## src/rtl/fir_mac_serial.sv

```systemverilog
// fir_mac_serial: time-multiplexed single-MAC FIR engine.
// Keeps the last Order+1 samples in a circular delay line and walks the taps
// one per cycle against a registered-read coefficient ROM, producing one
// rounded, saturated output per accepted sample.
module fir_mac_serial #(
  parameter int Order_MSB  = 5,
  parameter int Filter_MSB = 15,
  parameter int Order      = 39,
  parameter int ACC_W      = 38,
  parameter int OUT_SHIFT  = 15
) (
  input  logic                       clk,
  input  logic                       rst_n,
  input  logic signed [Filter_MSB:0] sample_in,
  input  logic                       sample_valid,
  output logic                       sample_ready,
  output logic        [Order_MSB:0]  coef_addr,
  input  logic signed [Filter_MSB:0] coef_bits,
  output logic signed [Filter_MSB:0] y_out,
  output logic                       y_valid,
  output logic                       busy
);

  localparam int TAPS = Order + 1;
  localparam int PW   = 2 * (Filter_MSB + 1);
  localparam logic [Order_MSB:0] K_LAST = (Order_MSB + 1)'(Order);
  localparam logic [Order_MSB:0] TAPS_W = (Order_MSB + 1)'(TAPS);
  localparam logic signed [ACC_W-1:0] RND =
    {{(ACC_W - OUT_SHIFT){1'b0}}, 1'b1, {(OUT_SHIFT - 1){1'b0}}};
  localparam logic signed [ACC_W-1:0] Y_MAX =
    {{(ACC_W - Filter_MSB){1'b0}}, {Filter_MSB{1'b1}}};
  localparam logic signed [ACC_W-1:0] Y_MIN =
    {{(ACC_W - Filter_MSB){1'b1}}, {Filter_MSB{1'b0}}};

  typedef enum logic [1:0] {S_IDLE, S_RUN, S_DRAIN} state_t;

  state_t                     r_state, w_state_next;
  logic signed [Filter_MSB:0] r_line [0:Order];
  logic        [Order_MSB:0]  r_wr_ptr, r_base, r_k;
  logic signed [Filter_MSB:0] r_x_q;
  logic                       r_mac_en;
  logic signed [ACC_W-1:0]    r_acc;
  logic signed [Filter_MSB:0] r_y_out;
  logic                       r_y_valid;

  logic                       w_accept;
  logic        [Order_MSB:0]  w_rd_idx;
  logic signed [PW-1:0]       w_prod;
  logic signed [ACC_W-1:0]    w_prod_ext, w_acc_sum, w_rounded, w_shifted;
  logic signed [Filter_MSB:0] w_y_sat;

  // Tap k reads the sample k steps older than the newest one, wrapping the ring.
  assign w_rd_idx   = (r_base >= r_k) ? (r_base - r_k) : (r_base + (TAPS_W - r_k));
  assign w_accept   = sample_valid && sample_ready;
  assign w_prod     = coef_bits * r_x_q;
  assign w_prod_ext = {{(ACC_W - PW){w_prod[PW-1]}}, w_prod};
  assign w_acc_sum  = r_acc + w_prod_ext;
  assign w_rounded  = w_acc_sum + RND;
  assign w_shifted  = w_rounded >>> OUT_SHIFT;

  assign coef_addr = r_k;
  assign y_out     = r_y_out;
  assign y_valid   = r_y_valid;

  // Clamp the rounded result into the signed output range.
  always_comb begin
    w_y_sat = w_shifted[Filter_MSB:0];
    if (w_shifted > Y_MAX) begin
      w_y_sat = Y_MAX[Filter_MSB:0];
    end else if (w_shifted < Y_MIN) begin
      w_y_sat = Y_MIN[Filter_MSB:0];
    end
  end

  // State register.
  always_ff @(posedge clk or negedge rst_n) begin
    if (!rst_n) begin
      r_state <= S_IDLE;
    end else begin
      r_state <= w_state_next;
    end
  end

  // Next-state logic: one accept, Order+1 tap cycles, one drain cycle.
  always_comb begin
    w_state_next = r_state;
    case (r_state)
      S_IDLE:  if (w_accept) w_state_next = S_RUN;
      S_RUN:   if (r_k == K_LAST) w_state_next = S_DRAIN;
      S_DRAIN: w_state_next = S_IDLE;
      default: w_state_next = S_IDLE;
    endcase
  end

  // FSM outputs.
  always_comb begin
    sample_ready = (r_state == S_IDLE);
    busy         = (r_state == S_RUN) || (r_state == S_DRAIN);
  end

  // Delay line: the newest sample overwrites the oldest slot on accept.
  always_ff @(posedge clk or negedge rst_n) begin
    if (!rst_n) begin
      for (int i = 0; i < TAPS; i++) begin
        r_line[i] <= '0;
      end
    end else if (w_accept) begin
      r_line[r_wr_ptr] <= sample_in;
    end
  end

  // Datapath: pointer bookkeeping, tap fetch, MAC, and output rounding.
  always_ff @(posedge clk or negedge rst_n) begin
    if (!rst_n) begin
      r_wr_ptr  <= '0;
      r_base    <= '0;
      r_k       <= '0;
      r_x_q     <= '0;
      r_mac_en  <= 1'b0;
      r_acc     <= '0;
      r_y_out   <= '0;
      r_y_valid <= 1'b0;
    end else begin
      r_y_valid <= 1'b0;
      r_mac_en  <= 1'b0;
      // x_q was fetched one cycle before, matching the ROM read latency.
      if (r_mac_en) begin
        r_acc <= w_acc_sum;
      end
      case (r_state)
        S_IDLE: begin
          if (w_accept) begin
            r_base   <= r_wr_ptr;
            r_wr_ptr <= (r_wr_ptr == K_LAST) ? '0 : r_wr_ptr + 1'b1;
            r_k      <= '0;
            r_acc    <= '0;
          end
        end
        S_RUN: begin
          r_x_q    <= r_line[w_rd_idx];
          r_mac_en <= 1'b1;
          // k stops on the last tap so coef_addr holds it while idle.
          if (r_k != K_LAST) begin
            r_k <= r_k + 1'b1;
          end
        end
        S_DRAIN: begin
          r_y_out   <= w_y_sat;
          r_y_valid <= 1'b1;
        end
        default: ;
      endcase
    end
  end

endmodule

```

## config.mk

```make
export PLATFORM = sky130hd
export DESIGN_NAME = fir_mac_serial
export DESIGN_NICKNAME = d
export VERILOG_FILES = /design/src/rtl/fir_mac_serial.sv
export SDC_FILE = /design/constraint.sdc
export NUM_CORES = 2
export LEC_CHECK = 0
export ABC_AREA = 1
export BUFFER_PORTS_ARGS = -buffer_cell sky130_fd_sc_hd__buf_4
export CORE_MARGIN = 1.5
export CORE_UTILIZATION = 45
export CTS_BUF_LIST = sky130_fd_sc_hd__clkbuf_2
export DETAILED_ROUTE_END_ITERATION = 10
export GPL_TIMING_DRIVEN = 0
export PLACE_DENSITY = 0.65
export SLEW_MARGIN = 20
export SYNTH_ARGS = -nofsm -noshare
export SYNTH_HDL_FRONTEND = slang
export SYNTH_SLANG_ARGS = --single-unit
```

## constraint.sdc

```tcl
create_clock -name clk -period 9 [get_ports clk]
set_input_delay 1.8 -clock clk [delete_from_list [all_inputs] [get_ports clk]]
set_output_delay 1.8 -clock clk [all_outputs]
set_load 0.02 [all_outputs]
```

After elaboration in Yosys (flattened, before gate mapping)
Index checks and enable logic that the tools add are counted.
{ "totals": {"register_bits": 732, "input_bits": 35, "wordCells": 102} }
{ "classes": {"add_sub_neg": 7, "multipliers": 1, "n_lt_le_gt_ge": 6, "n_eq_ne": 8, "n_mux": 21, "n_bitwise": 2, "reduce_logical": 8} }
{ "ops": {"columns": ["cell", "count"], "rows": [
  ["640-bit bitwise mux", 1],
  ["38-bit two-way mux", 3],
  ["16-bit binary-select mux with 6-bit select", 1],
  ["16-bit demux with 6-bit select", 1],
  ["16-bit two-way mux", 5],
  ["38-bit by 16-bit adder with 38-bit output, second input constant", 1],
  ["38-bit by 32-bit adder with 38-bit output", 1],
  ["16-bit by 16-bit multiplier with 32-bit output", 1],
  ["6-bit two-way mux", 4],
  ["23-bit by 16-bit greater-than comparator with 1-bit output, second input constant", 1],
  ["23-bit by 16-bit < comparator with 1-bit output, second input constant", 1],
  ["7-bit greater-or-equal comparator, second input constant", 2],
  ["6-bit inverter with 7-bit output", 2],
  ["6-bit by 1-bit adder with 6-bit output, second input constant", 2],
  ["6-bit == test, second input constant", 2],
  ["6-bit case mux with 2 select lines", 1],
  ["7-bit by 1-bit < comparator with 1-bit output, second input constant", 1],
  ["6-bit adder", 1],
  ["6-bit greater-or-equal comparator", 1],
  ["6-bit != test, second input constant", 1],
  ["6-bit subtractor", 1],
  ["6-bit subtractor, first input constant", 1],
  ["2-bit two-way mux", 2],
  ["2-bit by 1-bit != test with 1-bit output, second input constant", 2],
  ["other kinds (11)", 14]
]} }

Longest topological paths before layout
{ "depth": {"ltp_word": 7, "depth_mapped": 41, "mapped_depth_nobuf": 38} }

Least setup slack after synthesis
No wires, ideal clock.
{ "synth_path": {"path_type": "in2reg", "start": "in coef_bits[10]", "end": "reg r_y_out[10] (netlist: y_out[10])", "setup_ns": 0.121, "t_arrival_ns": 8.206, "required_time_ns": 8.879, "path_slack_ns": 0.674, "path_stages": 35, "n_path_buf": 3, "path_cell_list": "clkbuf_1 -> clkbuf_1 -> nand2_1 -> fa_1 -> inv_1 -> fa_1 -> fa_1 -> inv_1 -> fa_1 -> inv_1 -> fa_1 -> inv_1 -> fa_1 -> inv_1 -> ha_1 -> nand2_2 -> nor2_4 -> inv_2 -> nor2_2 -> nand2_1 -> nand3_2 -> xor2_2 -> ha_1 -> nand3_1 -> nor2_8 -> nand3_4 -> nor2_4 -> nand4_1 -> nand2_1 -> nand2_1 -> nor2_1 -> nand2_2 -> a21oi_4 -> buf_6 -> a21oi_2"} }
{ "synth_between": {"elab_chain_cells": 6, "word_cells_on_any_way": 7, "cone_classes": "add/sub (2); mul (1); order compare (2); mux (2)"} }
{ "synth_lines": {"columns": ["element", "line_no", "rtl"], "rows": [
  ["start: declaration", "18", "input logic signed [Filter_MSB:0] coef_bits,"],
  ["16-bit by 16-bit multiplier with 32-bit output (*)", "55", "assign w_prod = coef_bits * r_x_q;"],
  ["38-bit by 32-bit adder with 38-bit output (*)", "57", "assign w_acc_sum = r_acc + w_prod_ext;"],
  ["38-bit by 16-bit adder with 38-bit output (*)", "58", "assign w_rounded = w_acc_sum + RND;"],
  ["23-bit by 16-bit < comparator with 1-bit output", "70", "end else if (w_shifted < Y_MIN) begin"],
  ["16-bit two-way mux", "70", null],
  ["16-bit two-way mux (*)", "68", "if (w_shifted > Y_MAX) begin"],
  ["end signal: assignment", "148", "r_y_out <= w_y_sat;"],
  ["end: declaration", "43", "logic signed [Filter_MSB:0] r_y_out;"]
]} }
Every way passes the cells marked *; elsewhere a longest branch is shown, timed or not.
A chain may end at the register's enable or synchronous reset.

Final worst setup path
{ "layout_path": {"start": "reg r_x_q[6]", "end": "reg r_y_out[14] (netlist: y_out[14])"} }
{ "layout_between": {"elab_chain_cells": 6, "word_cells_on_any_way": 7, "cone_classes": "add/sub (2); mul (1); order compare (2); mux (2)"} }
{ "layout_lines": {"columns": ["element", "line_no", "rtl"], "rows": [
  ["start: declaration", "40", "logic signed [Filter_MSB:0] r_x_q;"],
  ["start signal: assignment", "140", "r_x_q <= r_line[w_rd_idx];"],
  ["16-bit by 16-bit multiplier with 32-bit output (*)", "55", null],
  ["38-bit by 32-bit adder with 38-bit output (*)", "57", null],
  ["38-bit by 16-bit adder with 38-bit output (*)", "58", null],
  ["23-bit by 16-bit < comparator with 1-bit output", "70", null],
  ["16-bit two-way mux", "70", null],
  ["16-bit two-way mux (*)", "68", null]
]} }
Marked as above.

==> run metrics <==
Buf/Inv on CP=8; Post-CTS Setup Inserts=0; row count=117; number of global-route vias before repair=41,690; Final Skew=0.1760 ns; Critical Path Source Type=flip-flop; RSZ-0062 raised after global routing=false; max-slew violations=0; initial antenna violation count=13; largest net degree at the start of global routing=95; PostCTS Resize Cnt=0; Post-Syn Area=0.04662 sq mm; dpl hpwl=139,400 um; Residual DRC=0; fin crit period=8.355 ns; commonest non-fill, non-tap cell in the layout=nand2_1; CTS Hold Buffers Added=0; grt total ovfl=0; Port-buffer cells=45; # setup viols final=0; Final Cycle Share=0.9283; post-synth top area cell=dfrtp_1; synth unique cells=50; critical path's slowest cell=fa_1; CP endpoint kind=flip-flop; delay of the slowest critical-path stage=0.79 ns; max_cap viols=0; final net count=6,445; Yosys warning count=0; Clock Path Buffers=3; first-pass GRT wire length=274,400 um; die extent in y=324.9 um; CTS Buf Count=194; Most common cell on crit path=nand2_1; post-synthesis sequential element count=732; dominant cells by area after synthesis=dfrtp_1, fa_1, nand2_1; clk_lat worst skew=1.66 ns; DRT iter0 DRCs=5,496; vias=43,000; Avg Cell Area, Syn=8.176 sq um; syn nets=6,192; GRT Util Overall=0.3530; Placer Congestion=1.028; final WL=186,100 um; Fmax achieved=0.1197 GHz; Crit Path Max Fanout=10; CTS sink count=732; WL/cell=24.91 um; Die Area=0.1055 sq mm; Via density=5.755; post-synthesis sequential area ratio=0.3929; CP delay by family, top=adder cells; # H-tree levels=4; Max-slew headroom=0.1393; async set-reset flop share out of synthesis=1.000; core box area=0.1022 sq mm; Fin. Hold Viols=0; HP Class=primary input to async pin; Top FF cell, synth=dfrtp_1; Inst Count DP=7,127; Worst-Margin Slew=1.291 ns; Post-DRT Antenna Nets=0; critical path class=flip-flop to flip-flop; arrival time at the worst endpoint=9.79 ns; fin cells=7,471; CTS Root Cell=clkbuf_2; Worst EP required=10.44 ns; status=finished, final reports clean; starting density of the core=0.4563; I/O pin count=60; EDFF count, synth=0; width of the die=324.9 um; share of layout cells above drive strength 1=0.07793; most frequent cells in the layout=nand2_1, o21ai_0, dfrtp_1, inv_1, nor2_1; Worst-path clk slew=0.11 ns; DRT Pass-1 Iters=8; area growth from synthesis to layout=8.830%; CTS tree=built; Post-Syn Instances=5,702; area share of the largest cell type after synthesis=0.3929
[Yosys cell counts (2+ instances only)]
cell type / number
o211ai_1: 88
nand2_2: 31
a21oi_2: 12
ha_1: 128
nand4_1: 23
nand2_4: 3
a21oi_1: 88
o221ai_1: 64
nor2_1: 412
nor4_1: 3
buf_2: 3
nand3_4: 2
nand3_2: 5
nor2_2: 19
a32oi_1: 9
nor2_4: 9
nor3_2: 2
clkinv_1: 4
o21ai_0: 937
nand2_1: 1373
nand3b_1: 4
and2_1: 6
inv_1: 720
nor3_1: 27
o21a_1: 2
clkbuf_1: 384
xnor2_1: 18
o22ai_1: 66
fa_1: 327
nand3_1: 107
a22oi_1: 11
buf_1: 14
a32o_1: 10
xor2_1: 22
a31oi_1: 14
dfrtp_1: 732
inv_2: 6
o21ai_1: 5
[final timing paths]
kind,from,to,slack [ns],cells after the start
worst min register to register,r_line[436],r_line[436],0.49,2
worst max register to register,r_x_q[6],y_out[14],0.65,33
min in group clk,r_line[436],r_line[436],0.49,2
max in group asynchronous,rst_n,r_acc[26],7.01,4
worst max-delay path,r_x_q[6],y_out[14],0.65,33
worst min-delay path,rst_n,r_line[344],0.16,1
[metal layers]
layer	vias to the layer above	routed length, um	global-route usage
li1	18780	-	-
met1	21110	75230	0.4807
met2	2509	77660	0.5065
met3	585	21970	0.1063
met4	10	11150	0.1852
met5	-	92	0
[cell type report]
| type | instances | area (sq um) |
|---|---|---|
| buffer | 403 | 1549 |
| tap | 1368 | 1712 |
| fill | 10300 | 51440 |
| clock inverter | 59 | 349.1 |
| timing repair buffer | 57 | 595.6 |
| multi-input combinational | 3837 | 24070 |
| clock buffer | 277 | 1386 |
| inverter | 730 | 2740 |
| sequential | 732 | 18320 |
| antenna | 8 | 20.02 |
[cell families after synthesis]
group | synth area share
adders and majority gates | 0.1748
DFF | 0.3929
xor gates and xnor gates | 0.007863
buffers and inverters | 0.09181
AOI/OAI and AO/OA | 0.1564
and+or+nand+nor | 0.1763
[per-stage QoR]
step                hold WS [ns]  setup WS [ns]  area [sq um]  setup TNS (ns)  utilization
floorplan                 0.4478         0.6739         46620               0            -
global placement          0.4608         -2.420         48670        -1715.90       0.4763
detailed placement        0.4676        -0.5918         48970          -8.019       0.4793
CTS                      0.07776         0.7107         50710               0       0.4963
global route              0.1869         0.1620         50730               0       0.4964
finish                    0.1604         0.6453         50740               0       0.4965
[state kept, by name, summed over array words and instances, names as in the netlist]
name / count
r_line: 640
r_acc: 38
r_x_q: 16
y_out: 16
coef_addr: 6
r_base: 6
r_wr_ptr: 6
r_state: 2
r_mac_en: 1
y_valid: 1
Power is not shown: default switching activity piles up to over one toggle a cycle in this logic, so the estimate is an artifact.
